[src/rtl/ecp5pll_pkg.sv]
// Shared types and constants for the ECP5 PLL dynamic phase-shift controller.
package ecp5pll_pkg;

  typedef enum logic [2:0] {
    IDLE   = 3'd0,
    CALC   = 3'd1,
    SETUP  = 3'd2,
    PULSE  = 3'd3,
    SETTLE = 3'd4,
    DONE   = 3'd5
  } phase_state_t;

  localparam logic PHASEDIR_DELAY   = 1'b0;
  localparam logic PHASEDIR_ADVANCE = 1'b1;

  localparam logic [1:0] CLKOP  = 2'd0;
  localparam logic [1:0] CLKOS  = 2'd1;
  localparam logic [1:0] CLKOS2 = 2'd2;
  localparam logic [1:0] CLKOS3 = 2'd3;

  function automatic int max3(input int a, input int b, input int c);
    int m;
    m = (a > b) ? a : b;
    return (m > c) ? m : c;
  endfunction

endpackage

[src/rtl/ecp5pll_lock_filter.sv]
// PLL lock qualification: 2-flop synchroniser followed by a saturating debounce counter.
module ecp5pll_lock_filter #(
  parameter int LOCK_CYCLES = 1024
) (
  input  logic clk_i,
  input  logic reset,
  input  logic locked_i,
  output logic locked_o,
  output logic lock_lost
);

  localparam int CNT_W = $clog2(LOCK_CYCLES + 1);
  localparam logic [CNT_W-1:0] CNT_LAST = CNT_W'(LOCK_CYCLES - 1);

  logic [1:0]       sync_r;
  logic [CNT_W-1:0] cnt_r;
  logic             locked_r;
  logic             lost_r;

  // Synchronise raw lock and count consecutive high samples
  always_ff @(posedge clk_i or posedge reset) begin
    if (reset) begin
      sync_r   <= 2'b00;
      cnt_r    <= '0;
      locked_r <= 1'b0;
      lost_r   <= 1'b0;
    end else begin
      sync_r <= {sync_r[0], locked_i};
      if (!sync_r[1]) begin
        cnt_r    <= '0;
        locked_r <= 1'b0;
        lost_r   <= locked_r;
      end else begin
        lost_r <= 1'b0;
        if (cnt_r >= CNT_LAST) begin
          locked_r <= 1'b1;
        end else begin
          cnt_r <= cnt_r + CNT_W'(1'b1);
        end
      end
    end
  end

  assign locked_o  = locked_r;
  assign lock_lost = lost_r;

endmodule

[src/rtl/ecp5pll_phase_ctrl.sv]
// Moves up to four ECP5 PLL outputs to an absolute phase via shortest-path
// phasestep pulses, tracking each channel's position and aborting on lock loss.
module ecp5pll_phase_ctrl
  import ecp5pll_pkg::*;
#(
  parameter int CHANNELS      = 4,
  parameter int STEPS         = 64,
  parameter int SETUP_CYCLES  = 2,
  parameter int PULSE_CYCLES  = 4,
  parameter int SETTLE_CYCLES = 8,
  parameter int LOCK_CYCLES   = 1024,
  localparam int POS_W        = $clog2(STEPS)
) (
  input  logic                      clk_i,
  input  logic                      reset,
  input  logic                      locked_i,
  input  logic                      req_valid,
  output logic                      req_ready,
  input  logic [1:0]                req_chan,
  input  logic [POS_W-1:0]          req_pos,
  output logic                      done,
  output logic                      err,
  output logic                      busy,
  output logic                      locked_o,
  output logic                      lock_lost,
  output logic [CHANNELS*POS_W-1:0] pos_o,
  output logic [1:0]                phasesel,
  output logic                      phasedir,
  output logic                      phasestep,
  output logic                      phaseloadreg
);

  localparam int CYC_W = $clog2(max3(SETUP_CYCLES, PULSE_CYCLES, SETTLE_CYCLES) + 1);
  localparam logic [POS_W:0]   STEPS_L  = (POS_W + 1)'(STEPS);
  localparam logic [POS_W:0]   HALF_L   = (POS_W + 1)'(STEPS / 2);
  localparam logic [POS_W-1:0] LAST_POS = POS_W'(STEPS - 1);
  localparam logic [CYC_W-1:0] SETUP_L  = CYC_W'(SETUP_CYCLES - 1);
  localparam logic [CYC_W-1:0] PULSE_L  = CYC_W'(PULSE_CYCLES - 1);
  localparam logic [CYC_W-1:0] SETTLE_L = CYC_W'(SETTLE_CYCLES - 1);

  phase_state_t     state_r, state_s;
  logic [1:0]       chan_r;
  logic [POS_W-1:0] tgt_r;
  logic [POS_W:0]   steps_r;
  logic [CYC_W-1:0] cyc_r, cyc_load_s;
  logic [POS_W-1:0] pos_r [CHANNELS];
  logic [POS_W-1:0] cur_s;
  logic [POS_W:0]   d_s, n_s, steps_left_s;
  logic             bad_s, adv_s, cyc_last_s, settle_first_s;
  logic             lock_s, lock_lost_s;
  logic             done_r, err_r, busy_r, step_r, dir_r;
  logic [1:0]       sel_r;

  ecp5pll_lock_filter #(
    .LOCK_CYCLES (LOCK_CYCLES)
  ) u_lock_filter (
    .clk_i     (clk_i),
    .reset     (reset),
    .locked_i  (locked_i),
    .locked_o  (lock_s),
    .lock_lost (lock_lost_s)
  );

  // Current position of the latched channel
  always_comb begin
    cur_s = '0;
    for (int i = 0; i < CHANNELS; i++) begin
      cur_s = (chan_r == 2'(i)) ? pos_r[i] : cur_s;
    end
  end

  // Request validation, modular distance and shortest direction (ties delay)
  always_comb begin
    bad_s = ({1'b0, chan_r} >= 3'(CHANNELS)) || ({1'b0, tgt_r} >= STEPS_L);
    if ({1'b0, tgt_r} >= {1'b0, cur_s}) begin
      d_s = {1'b0, tgt_r} - {1'b0, cur_s};
    end else begin
      d_s = {1'b0, tgt_r} + STEPS_L - {1'b0, cur_s};
    end
    adv_s          = (d_s > HALF_L);
    n_s            = adv_s ? (STEPS_L - d_s) : d_s;
    cyc_last_s     = (cyc_r == '0);
    settle_first_s = (state_r == SETTLE) && (cyc_r == SETTLE_L);
    steps_left_s   = settle_first_s ? (steps_r - (POS_W + 1)'(1'b1)) : steps_r;
  end

  // Next-state logic; a lock fall overrides everything
  always_comb begin
    state_s = state_r;
    case (state_r)
      IDLE: begin
        if (req_valid && req_ready) state_s = CALC;
        else                        state_s = IDLE;
      end
      CALC: begin
        if (bad_s || (d_s == '0)) state_s = DONE;
        else                      state_s = SETUP;
      end
      SETUP: begin
        if (cyc_last_s) state_s = PULSE;
        else            state_s = SETUP;
      end
      PULSE: begin
        if (cyc_last_s) state_s = SETTLE;
        else            state_s = PULSE;
      end
      SETTLE: begin
        if (!cyc_last_s)              state_s = SETTLE;
        else if (steps_left_s != '0)  state_s = PULSE;
        else                          state_s = DONE;
      end
      DONE:    state_s = IDLE;
      default: state_s = IDLE;
    endcase
    if (lock_lost_s) state_s = IDLE;
    else             state_s = state_s;
  end

  // Cycle-counter reload value for the state being entered
  always_comb begin
    case (state_s)
      SETUP:   cyc_load_s = SETUP_L;
      PULSE:   cyc_load_s = PULSE_L;
      SETTLE:  cyc_load_s = SETTLE_L;
      default: cyc_load_s = '0;
    endcase
  end

  // State, counters, per-channel positions and registered outputs
  always_ff @(posedge clk_i or posedge reset) begin
    if (reset) begin
      state_r <= IDLE;
      chan_r  <= 2'd0;
      tgt_r   <= '0;
      steps_r <= '0;
      cyc_r   <= '0;
      done_r  <= 1'b0;
      err_r   <= 1'b0;
      busy_r  <= 1'b0;
      step_r  <= 1'b0;
      dir_r   <= PHASEDIR_DELAY;
      sel_r   <= CLKOP;
      for (int i = 0; i < CHANNELS; i++) pos_r[i] <= '0;
    end else begin
      state_r <= state_s;
      if (state_s != state_r) cyc_r <= cyc_load_s;
      else if (!cyc_last_s)   cyc_r <= cyc_r - CYC_W'(1'b1);
      if ((state_r == IDLE) && (state_s == CALC)) begin
        chan_r <= req_chan;
        tgt_r  <= req_pos;
      end
      if ((state_r == CALC) && !bad_s) begin
        sel_r   <= chan_r;
        dir_r   <= adv_s ? PHASEDIR_ADVANCE : PHASEDIR_DELAY;
        steps_r <= n_s;
      end
      if (settle_first_s) steps_r <= steps_left_s;
      for (int i = 0; i < CHANNELS; i++) begin
        if (lock_lost_s) begin
          pos_r[i] <= '0;
        end else if (settle_first_s && (chan_r == 2'(i))) begin
          if (dir_r == PHASEDIR_ADVANCE) pos_r[i] <= (pos_r[i] == '0) ? LAST_POS : pos_r[i] - POS_W'(1'b1);
          else                           pos_r[i] <= (pos_r[i] == LAST_POS) ? '0 : pos_r[i] + POS_W'(1'b1);
        end
      end
      step_r <= (state_s == PULSE);
      busy_r <= (state_s != IDLE);
      done_r <= (state_s == DONE);
      err_r  <= (state_r == CALC) && (state_s == DONE) && bad_s;
    end
  end

  for (genvar g = 0; g < CHANNELS; g++) begin : g_pos
    assign pos_o[g*POS_W +: POS_W] = pos_r[g];
  end

  assign req_ready    = (state_r == IDLE) && lock_s;
  assign done         = done_r;
  assign err          = err_r;
  assign busy         = busy_r;
  assign locked_o     = lock_s;
  assign lock_lost    = lock_lost_s;
  assign phasesel     = sel_r;
  assign phasedir     = dir_r;
  assign phasestep    = step_r;
  assign phaseloadreg = 1'b0;

endmodule

[config.mk]
export PLATFORM = sky130hd
export DESIGN_NAME = ecp5pll_phase_ctrl
export DESIGN_NICKNAME = d
export VERILOG_FILES = /design/src/rtl/ecp5pll_pkg.sv /design/src/rtl/ecp5pll_lock_filter.sv /design/src/rtl/ecp5pll_phase_ctrl.sv
export SDC_FILE = /design/constraint.sdc
export NUM_CORES = 1
export LEC_CHECK = 0
export ABC_AREA = 1
export BUFFER_PORTS_ARGS = -buffer_cell sky130_fd_sc_hd__clkbuf_2
export CAP_MARGIN = 10
export CORE_ASPECT_RATIO = 1.2
export CORE_MARGIN = 5
export CORE_UTILIZATION = 42
export CTS_BUF_LIST = sky130_fd_sc_hd__clkbuf_4 sky130_fd_sc_hd__clkbuf_8
export CTS_CLUSTER_DIAMETER = 50
export DETAILED_ROUTE_END_ITERATION = 8
export PLACE_DENSITY = 0.65
export SKIP_LAST_GASP = 1
export SLEW_MARGIN = 20
export SYNTH_ARGS = -nofsm -noshare
export SYNTH_HDL_FRONTEND = slang
export SYNTH_HIERARCHICAL = 1
export SYNTH_SLANG_ARGS = --single-unit
[constraint.sdc]
create_clock -name clk_i -period 3.9 [get_ports clk_i]
set_input_delay 0.78 -clock clk_i [delete_from_list [all_inputs] [get_ports clk_i]]
set_output_delay 0.78 -clock clk_i [all_outputs]
set_load 0.03 [all_outputs]
# Word level (Yosys, flattened, before mapping)
# Cells that the tools add are included.
# op_classes
n_reduce_logical	23
order_cmp	3
muxes	46
add_sub_neg	15
eq_ne	21
# ops
operator	count
$mux 6	24
$mux 7	5
$add 6x1->6 const B	4
$eq 6x6->1 const B	4
$logic_not 6->1	4
$sub 6x1->6 const B	4
$mux 11	2
$mux 3	5
$pmux 3 s5	1
$eq 3x2->1 const B	4
$add 11x1->11 const B	1
$ge 11x10->1 const B	1
$reduce_bool 2->1	5
$eq 3x3->1 const B	3
$pmux 3 s3	1
$logic_and 1x1->1	8
$mux 4	2
$add 6x7->7 const B	1
$gt 7x6->1 const B	1
$logic_not 7->1	1
$reduce_bool 7->1	1
$sub 6x6->7	1
$sub 7x1->7 const B	1
$sub 7x6->7	1
15 further kinds	23
# word_totals
ff_bits	67
elab_cells	126

# Logic depth before layout (Yosys ltp)
# Gate-level depths: netlist of the first run.
# logic_depth
word_depth	14
ltp_mapped	23

# Cells and area by module
# The synthesis of the first run kept the hierarchy.
# modules_own_cells
mod	instances	area_per_inst_um2	cells_each
ecp5pll_phase_ctrl	1	4015.1	566
ecp5pll_lock_filter	1	828.3	107

# Worst setup path before layout of the first run
# No wires, ideal clock.
# synth_timing
kind	flip-flop to flip-flop
start	register chan_r[0]
end	register tgt_r[2]
setup_time_ns	0.125
arrival_time_ns	3.102
required_ns	3.775
setup_slack_ns	0.673
stages_incl_launch_ff	19
n_path_buf	1
cell_sequence	dfrtp_1 -> nor2_1 -> inv_1 -> o221ai_1 -> o21ai_0 -> ha_1 -> fa_1 -> ha_1 -> inv_1 -> nor2_1 -> nand3_1 -> nor2_1 -> nand3_1 -> nand2_1 -> nand2_2 -> nor2_4 -> nand2_2 -> buf_6 -> mux2_4
# synth_between
elab_chain_len	13
# synth_rtl
item	line	source
from (decl)	ecp5pll_phase_ctrl.sv:42	logic [1:0] chan_r;
from (signal assigned)	ecp5pll_phase_ctrl.sv:149	chan_r <= req_chan;
$logic_not 2->1	ecp5pll_phase_ctrl.sv:68	cur_s = (chan_r == 2'(i)) ? pos_r[i] : cur_s;
$mux 6 (3 in series)	ecp5pll_phase_ctrl.sv:68	
$mux 6 (*)	ecp5pll_phase_ctrl.sv:68	
$sub 7x6->7 (tied with other cells)	ecp5pll_phase_ctrl.sv:78	d_s = {1'b0, tgt_r} + STEPS_L - {1'b0, cur_s};
$mux 7 (*)	ecp5pll_phase_ctrl.sv:75	if ({1'b0, tgt_r} >= {1'b0, cur_s}) begin
$logic_not 7->1 (*)	ecp5pll_phase_ctrl.sv:96	if (bad_s || (d_s == '0)) state_s = DONE;
$mux 3 (*)	ecp5pll_phase_ctrl.sv:96	
$pmux 3 s5 (*)	ecp5pll_phase_ctrl.sv:90	case (state_r)
$mux 3 (*)	ecp5pll_phase_ctrl.sv:115	if (lock_lost_s) state_s = IDLE;
$eq 3x1->1 (*)	ecp5pll_phase_ctrl.sv:148	if ((state_r == IDLE) && (state_s == CALC)) begin
$logic_and 1x1->1 (*)	ecp5pll_phase_ctrl.sv:148	
to (signal assigned)	ecp5pll_phase_ctrl.sv:150	tgt_r <= req_pos;
to (decl)	ecp5pll_phase_ctrl.sv:43	logic [POS_W-1:0] tgt_r;
# Every way passes the cells marked *; elsewhere a longest branch is shown, timed or not.
# A chain may end at the register's enable or synchronous reset.

# Final worst setup path of the first run
# layout_timing
start	register chan_r[0]
end	register tgt_r[5]
# Same word-level chain as after synthesis.

==> results of run 1 <==
## routing by layer
layer / vias up / wire [um]
met4: 0 / 248
met2: 136 / 5930
li1: 2294 / -
met5: - / 0
met3: 19 / 657
met1: 2114 / 5270
## cell usage after synthesis (all sizes together) (3+ instances only)
cell type | number | share of area
a21oi | 33 | 0.035
a221oi | 4 | 0.0072
a31oi | 6 | 0.0078
buf | 8 | 0.013
clkbuf | 7 | 0.0054
dfrtp | 67 | 0.35
ha | 22 | 0.057
inv | 98 | 0.076
mux2 | 4 | 0.011
nand2 | 152 | 0.12
nand3 | 52 | 0.061
nand3b | 3 | 0.0046
nand4 | 10 | 0.013
nor2 | 83 | 0.073
nor3 | 9 | 0.0093
o211ai | 7 | 0.011
o21ai | 56 | 0.058
o22ai | 8 | 0.010
or2 | 3 | 0.0039
xnor2 | 9 | 0.016
xor2 | 16 | 0.029
## registers in the layout, summed over array words and instances, names as in the netlist, 2 cells and up
| signal | count |
|---|---|
| u_lock_filter/cnt_r | 11 |
| steps_r | 7 |
| state_r | 3 |
| u_lock_filter/sync_r | 2 |
| chan_r | 2 |
| pos_o | 24 |
| phasesel | 2 |
| cyc_r | 4 |
| tgt_r | 6 |
## cell type report
type,instances,share of cell area
timing repair buffer,46,0.0434
sequential,67,0.309
tap,157,0.0362
clock inverter,7,0.0187
multi-input combinational,494,0.502
inverter,98,0.0679
clock buffer,9,0.0228
## worst paths after layout
| kind | startpoint | to | slack [ns] | cells past startpoint |
|---|---|---|---|---|
| worst max-delay path | chan_r[0] | tgt_r[5] | 0.38 | 18 |
| worst min-delay path | u_lock_filter/sync_r[0] | u_lock_filter/sync_r[1] | 0.35 | 0 |
| worst max register to register | chan_r[0] | tgt_r[5] | 0.38 | 18 |
| worst min register to register | u_lock_filter/sync_r[0] | u_lock_filter/sync_r[1] | 0.35 | 0 |
| max in group asynchronous | reset | tgt_r[2] | 2.65 | 3 |
| min in group asynchronous | reset | u_lock_filter/lock_lost | 0.47 | 2 |
## power groups by stage
| stage | clock network (mW) | registers (mW) | logic, mW |
|---|---|---|---|
| after global placement | 0 | 0.717 | 0.0331 |
| after detailed placement | 0 | 0.717 | 0.0337 |
| after CTS | 0.682 | 0.703 | 0.0340 |
| final | 0.663 | 0.703 | 0.0323 |
| after global routing | 0.710 | 0.704 | 0.0380 |
| after floorplan | 0 | 0.714 | 0.0234 |
## metrics by stage
stage          instance area [sq um]  setup slack (ns)  power [mW]
3_3_place_gp                    5190             0.455       0.750
3_5_place_dp                    5190             0.296       0.751
4_1_cts                         5410             0.280        1.42
2_1_floorplan                   4850             0.673       0.737
6_report                        5420             0.381        1.40
5_1_grt                         5420            0.0617        1.45
## logic make-up (layout without fill, tap and decap cells)
kind of cell	count (synthesis)	after routing	synth area share
AO/OA/AOI/OAI	127	127	0.151
XOR/XNOR	25	25	0.0452
adder cells (fa/ha/maj)	23	23	0.0610
buffers and inverters	113	160	0.0948
flip-flops	67	67	0.346
multiplexers	4	4	0.0108
other	1	2	0.000774
AND/OR/NAND/NOR	313	313	0.290
==> summary.txt, run 1 <==
Clock tree
  – # H-tree levels: 3
  – Hold_buf cts: 0
  – Clock Latency Late Sink: roughly 0.35 ns
  – Setup Fix Bufs, Post-CTS: 0
  – Deepest clock path buffer count: 2
  – Clock Tree Root: clkbuf_8
  – Worst-path clk slew: 0.08 ns
  – CTS Buf Count: 9
  – TritonCTS Sinks: 67
  – TritonCTS clock tree: yes
  – Post_cts resized: 0

Finish
  – Commonest non-fill, non-tap cell in the layout: nand2_1
  – Finished Core Util: 0.475
  – Fill cell total of the finished layout: ~1.2k
  – Share of post-route cells with drive strength above 1: 0.135
  – Post-route insts no fill: between 800 and 900
  – Final net count: approximately 750
  – Register Area: roughly 0.0017 sq mm
  – Highest-count cells in the layout ignoring fill and taps: 145 x nand2_1, 95 x inv_1, 74 x nor2_1
  – Area grow syn2layout: 11.9%
  – Diode count: 0
  – Area of the multi-input gates: roughly 0.0027 sq mm

Yosys
  – Top FF cell, synth: dfrtp_1
  – Syn Std Cell Area: roughly 0.0048 sq mm
  – Post-synthesis sequential area ratio: 0.346
  – Ys async rst share: 1.00
  – Post-Syn Instances: between 600 and 700
  – Post-synthesis register bit count: 67
  – Cell variety after synth: 46
  – YS warnings: 6
  – Post-synth EDFFs: 0
  – Mean Syn Cell Area: between 7 and 8 sq um

Global routing
  – Gr usage total: 0.182
  – Initial antenna violation count: 0
  – Met3 track utilization from global routing: 0.0344
  – Number of global-route vias before repair: about 4.4k
  – M2 GR Usage: 0.299
  – Global route total overflow: 0
  – First-pass GRT wire length: between 20,000 and 25,000 um
  – Met1 Resource Use GR: 0.237
  – Largest net degree at the start of global routing: 28
  – Most used routing layer: met2

STA
  – Slew Viols, Final: 0
  – Worst hold slack: 0.354 ns
  – Final setup fails: 0
  – Slew margin rel.: 0.396
  – RSZ-0062 raised after global routing: false
  – Tmin final: 3.52 ns
  – Fmax: 284 MHz
  – Hold Vio Cnt, Final: 0
  – Setup tns final: 0 ns
  – Post-route clock skew: a little under 0.005 ns
  – Worst-margin pin slew: about 0.9 ns
  – Final period util: 0.902

Floorplan
  – Die area: between 0.01 and 0.015 sq mm
  – DIE WIDTH: between 100 and 150 um
  – Row Count: 43
  – Die H: between 100 and 150 um
  – Core area: ~0.011 sq mm
  – Initial core utilization: 0.425
  – Top Ports: 47

Worst setup path
  – Setup CP Type: flip-flop to flip-flop
  – Worst Path Buf+Inv: 3
  – Arrival time at the worst endpoint: around 3.8 ns
  – CP Cell Sequence: nor2_2 > inv_1 > o221ai_1 > o21ai_0 > ha_1 > fa_1 > ha_1 > inv_1 > nor2_1 > nand3_1 > nor2_1 > nand3_1 > nand2_1 > inv_1 > nand2_2 > nand2_4 > nand2_4 > mux2_2
  – Crit Path Max Fanout: 12
  – Cell mode on critical path: inv_1
  – CP Launch Type: flip-flop
  – Worst Path Required: 4.14 ns
  – Worst path max stage delay: around 0.53 ns
  – Delay-heaviest family, CP: simple AND/OR/NAND/NOR gates
  – Critical Path Slowest Stage Cell: fa_1
  – Setup crit end kind: flip-flop

Pwr
  – Leakage: between 2 and 3 nW
  – Switching Power: roughly 330 uW
  – Combinational power share: 0.023
  – Int Pwr: between 1 and 1.5 mW
  – Switch share: 0.235
  – Worst VDD drop: between 0.2 and 0.3 mV
  – P per Cell Area: ~260 mW/mm^2
  – Clock share of power: 0.474
  – Flop pwr share: 0.503

Min path
  – Worst min path class: flip-flop to flip-flop

Placed design
  – Gpl congestion: 0.908
  – Port bufs: 44
  – Dpl cells: 862
  – HPWL after DPL: 9140 um

Detailed routing
  – DRC violations left: 0
  – Post-Route WL: 12,100 um
  – First-pass iteration count of the detailed router: 6
  – WL per Instance: 13.8 um
  – Via count: ~4.6k
  – Post-DRT Antenna Nets: 0
  – DR iter-0 viols: ~240
  – Post-DR vias/cell: 5.20

Run
  – MaxCap Viol Count: 0

Status
  – Outcome: finished clean
Note: power is estimated with default switching activity, not from simulation.
==> inputs of run 2 (changes only) <==
Clock period 3.9 ns to 4.2 ns, I/O delays scaled along.
==> run 2 against run 1 <==
  * Combinational power is 5% lower
  * Via count is 0.48% lower
  * Clock skew is 0.0028 ns higher
  * Hold slack worse by 0.0064 ns
  * Largest cell class unchanged
  * Critical path type unchanged
  * Count of clock-buffer cells in the layout is 3 higher
  * Largest power group unchanged
  * Design area hardly changed
==> summary.txt, run 2 (same netlist as run 1, synthesis figures left out) <==
Status
  – Outcome: finished clean (unchanged)

Placed design
  – Gpl congestion: 0.919 (was 0.908)
  – Dpl cells: 862 (unchanged)
  – Port bufs: 44 (unchanged)
  – HPWL after DPL: 9060 um (was 9140 um)

Detailed routing
  – DRC violations left: 0 (unchanged)
  – Post-DR vias/cell: 5.17 (was 5.20)
  – DR iter-0 viols: 189 (was 243)
  – Via count: 4,541 (was 4,563)
  – First-pass iteration count of the detailed router: 4 (was 6)
  – WL per Instance: 13.6 um (was 13.8 um)
  – Post-Route WL: 12,000 um (was 12,100 um)
  – Post-DRT Antenna Nets: 0 (unchanged)

Global routing
  – Gr usage total: 0.184 (was 0.182)
  – Initial antenna violation count: 0 (unchanged)
  – Global route total overflow: 0 (unchanged)
  – First-pass GRT wire length: 20,700 um (was 20,400 um)
  – Largest net degree at the start of global routing: 34 (was 28)
  – Number of global-route vias before repair: 4,432 (was 4,373)

Pwr
  – Worst VDD drop: 0.231 mV (was 0.254 mV)
  – P per Cell Area: 241 mW/mm^2 (was 258 mW/mm^2)
  – Leakage: 2.70 nW (was 2.69 nW)

STA
  – Fmax: 277 MHz (was 284 MHz)
  – Tmin final: 3.60 ns (was 3.52 ns)
  – Setup tns final: 0 ns (unchanged)
  – RSZ-0062 raised after global routing: false (unchanged)
  – Post-route clock skew: 0.00759 ns (was 0.00480 ns)
  – Slew Viols, Final: 0 (unchanged)
  – Hold Vio Cnt, Final: 0 (unchanged)
  – Worst-margin pin slew: 0.927 ns (was 0.907 ns)
  – Final setup fails: 0 (unchanged)
  – Slew margin rel.: 0.382 (was 0.396)
  – Final period util: 0.858 (was 0.902)

Worst setup path
  – CP Launch Type: flip-flop (unchanged)
  – Worst Path Buf+Inv: 2 (was 3)
  – Worst path max stage delay: 0.53 ns (about the same)
  – Setup CP Type: flip-flop to flip-flop (unchanged)
  – Arrival time at the worst endpoint: 3.83 ns (was 3.76 ns)
  – Cell mode on critical path: nor2_1 (was inv_1)
  – Delay-heaviest family, CP: simple AND/OR/NAND/NOR gates (unchanged)
  – Setup crit end kind: flip-flop (unchanged)
  – Worst Path Required: 4.43 ns (was 4.14 ns)
  – Crit Path Max Fanout: 12 (unchanged)
  – Critical Path Slowest Stage Cell: fa_1 (unchanged)
  – Reg2Reg Setup Slack: 0.60 ns (was 0.38 ns)
  – CP Cell Sequence: nor2_1 > inv_1 > o221ai_1 > o21ai_0 > ha_1 > fa_1 > ha_1 > inv_1 > nor2_1 > nand3_1 > nor2_1 > nand3_1 > nand2_1 > nand2_2 > nor2_4 > nand2_2 > mux2_4 (was nor2_2 > inv_1 > o221ai_1 > o21ai_0 > ha_1 > fa_1 > ha_1 > inv_1 > nor2_1 > nand3_1 > nor2_1 > nand3_1 > nand2_1 > inv_1 > nand2_2 > nand2_4 > nand2_4 > mux2_2)

Finish
  – Share of post-route cells with drive strength above 1: 0.132 (was 0.135)
  – Final net count: 751 (unchanged)
  – Number of flip-flops in the largest register: 24 (unchanged)
  – Highest-count cells in the layout ignoring fill and taps: 145 x nand2_1, 95 x inv_1, 75 x nor2_1 (was 145 x nand2_1, 95 x inv_1, 74 x nor2_1)
  – Commonest non-fill, non-tap cell in the layout: nand2_1 (unchanged)
  – Diode count: 0 (unchanged)
  – Area grow syn2layout: 11.9% (about the same)
  – Post-route insts no fill: 878 (unchanged)
  – Fill cell total of the finished layout: 1,163 (was 1,179)

Clock tree
  – Hold_buf cts: 0 (unchanged)
  – Post_cts resized: 0 (unchanged)
  – # H-tree levels: 3 (unchanged)
  – Clock Latency Late Sink: 0.34 ns (was 0.35 ns)
  – Setup Fix Bufs, Post-CTS: 0 (unchanged)
  – TritonCTS Sinks: 67 (unchanged)
  – Deepest clock path buffer count: 2 (unchanged)
  – Worst-path clk slew: 0.07 ns (was 0.08 ns)
  – TritonCTS clock tree: yes (unchanged)
  – CTS Buf Count: 9 (unchanged)
  – Clock Tree Root: clkbuf_8 (unchanged)

Floorplan
  – Die H: 128 um (unchanged)
  – Top Ports: 47 (unchanged)
  – Die area: 0.0138 sq mm (unchanged)
  – DIE WIDTH: 108 um (unchanged)
  – Initial core utilization: 0.425 (unchanged)
  – Row Count: 43 (unchanged)
  – Core area: 0.0114 sq mm (unchanged)

Run
  – MaxCap Viol Count: 0 (unchanged)

Min path
  – Worst min path class: flip-flop to flip-flop (unchanged)
-- run 2: layout make-up --
| class | instances | area, sq um | share of cell area |
|---|---|---|---|
| clock inverters | 4 | 72.6 | 0.0134 |
| multi-input cells | 494 | 2710 | 0.500 |
| clock buffers | 12 | 159 | 0.0293 |
| repair buffers | 46 | 235 | 0.0434 |
| flip-flops and latches | 67 | 1680 | 0.309 |
| well taps | 157 | 196 | 0.0363 |
| inverters | 98 | 368 | 0.0679 |
-- run 2: routing by layer --
layer | global-route usage | part of all wire | vias up
met5 | 0 | 0 | -
met4 | 0.0795 | 0.027 | 0
met3 | 0.0298 | 0.046 | 21
met2 | 0.306 | 0.48 | 114
met1 | 0.237 | 0.44 | 2120
li1 | - | - | 2286
-- run 2: stage by stage --
stage	worst slack, ns	total power [mW]	utilization	hold slack [ns]	area (sq um)
after floorplan	0.973	0.685	-	0.331	4850
after global placement	0.753	0.696	0.455	0.332	5190
final	0.595	1.31	0.475	0.348	5420
after CTS	0.606	1.33	0.475	0.360	5420
after global routing	0.326	1.36	0.475	0.375	5420
after detailed placement	0.625	0.697	0.455	0.341	5190
-- run 2: power breakdown --
part	switching (mW)	internal (mW)
Combinational	0.0233	0.00729
Clock	0.252	0.373
Sequential	0.00525	0.648
-- run 2: final timing paths --
path                                         start                 endpoint  cells past startpoint
min in group asynchronous                    reset                 pos_o[3]                      2
max reg2reg                              chan_r[0]                 tgt_r[2]                     17
max                                      chan_r[0]                 tgt_r[2]                     17
min reg2reg                u_lock_filter/sync_r[0]  u_lock_filter/sync_r[1]                      0
max in group asynchronous                    reset               steps_r[5]                      3
min                        u_lock_filter/sync_r[0]  u_lock_filter/sync_r[1]                      0
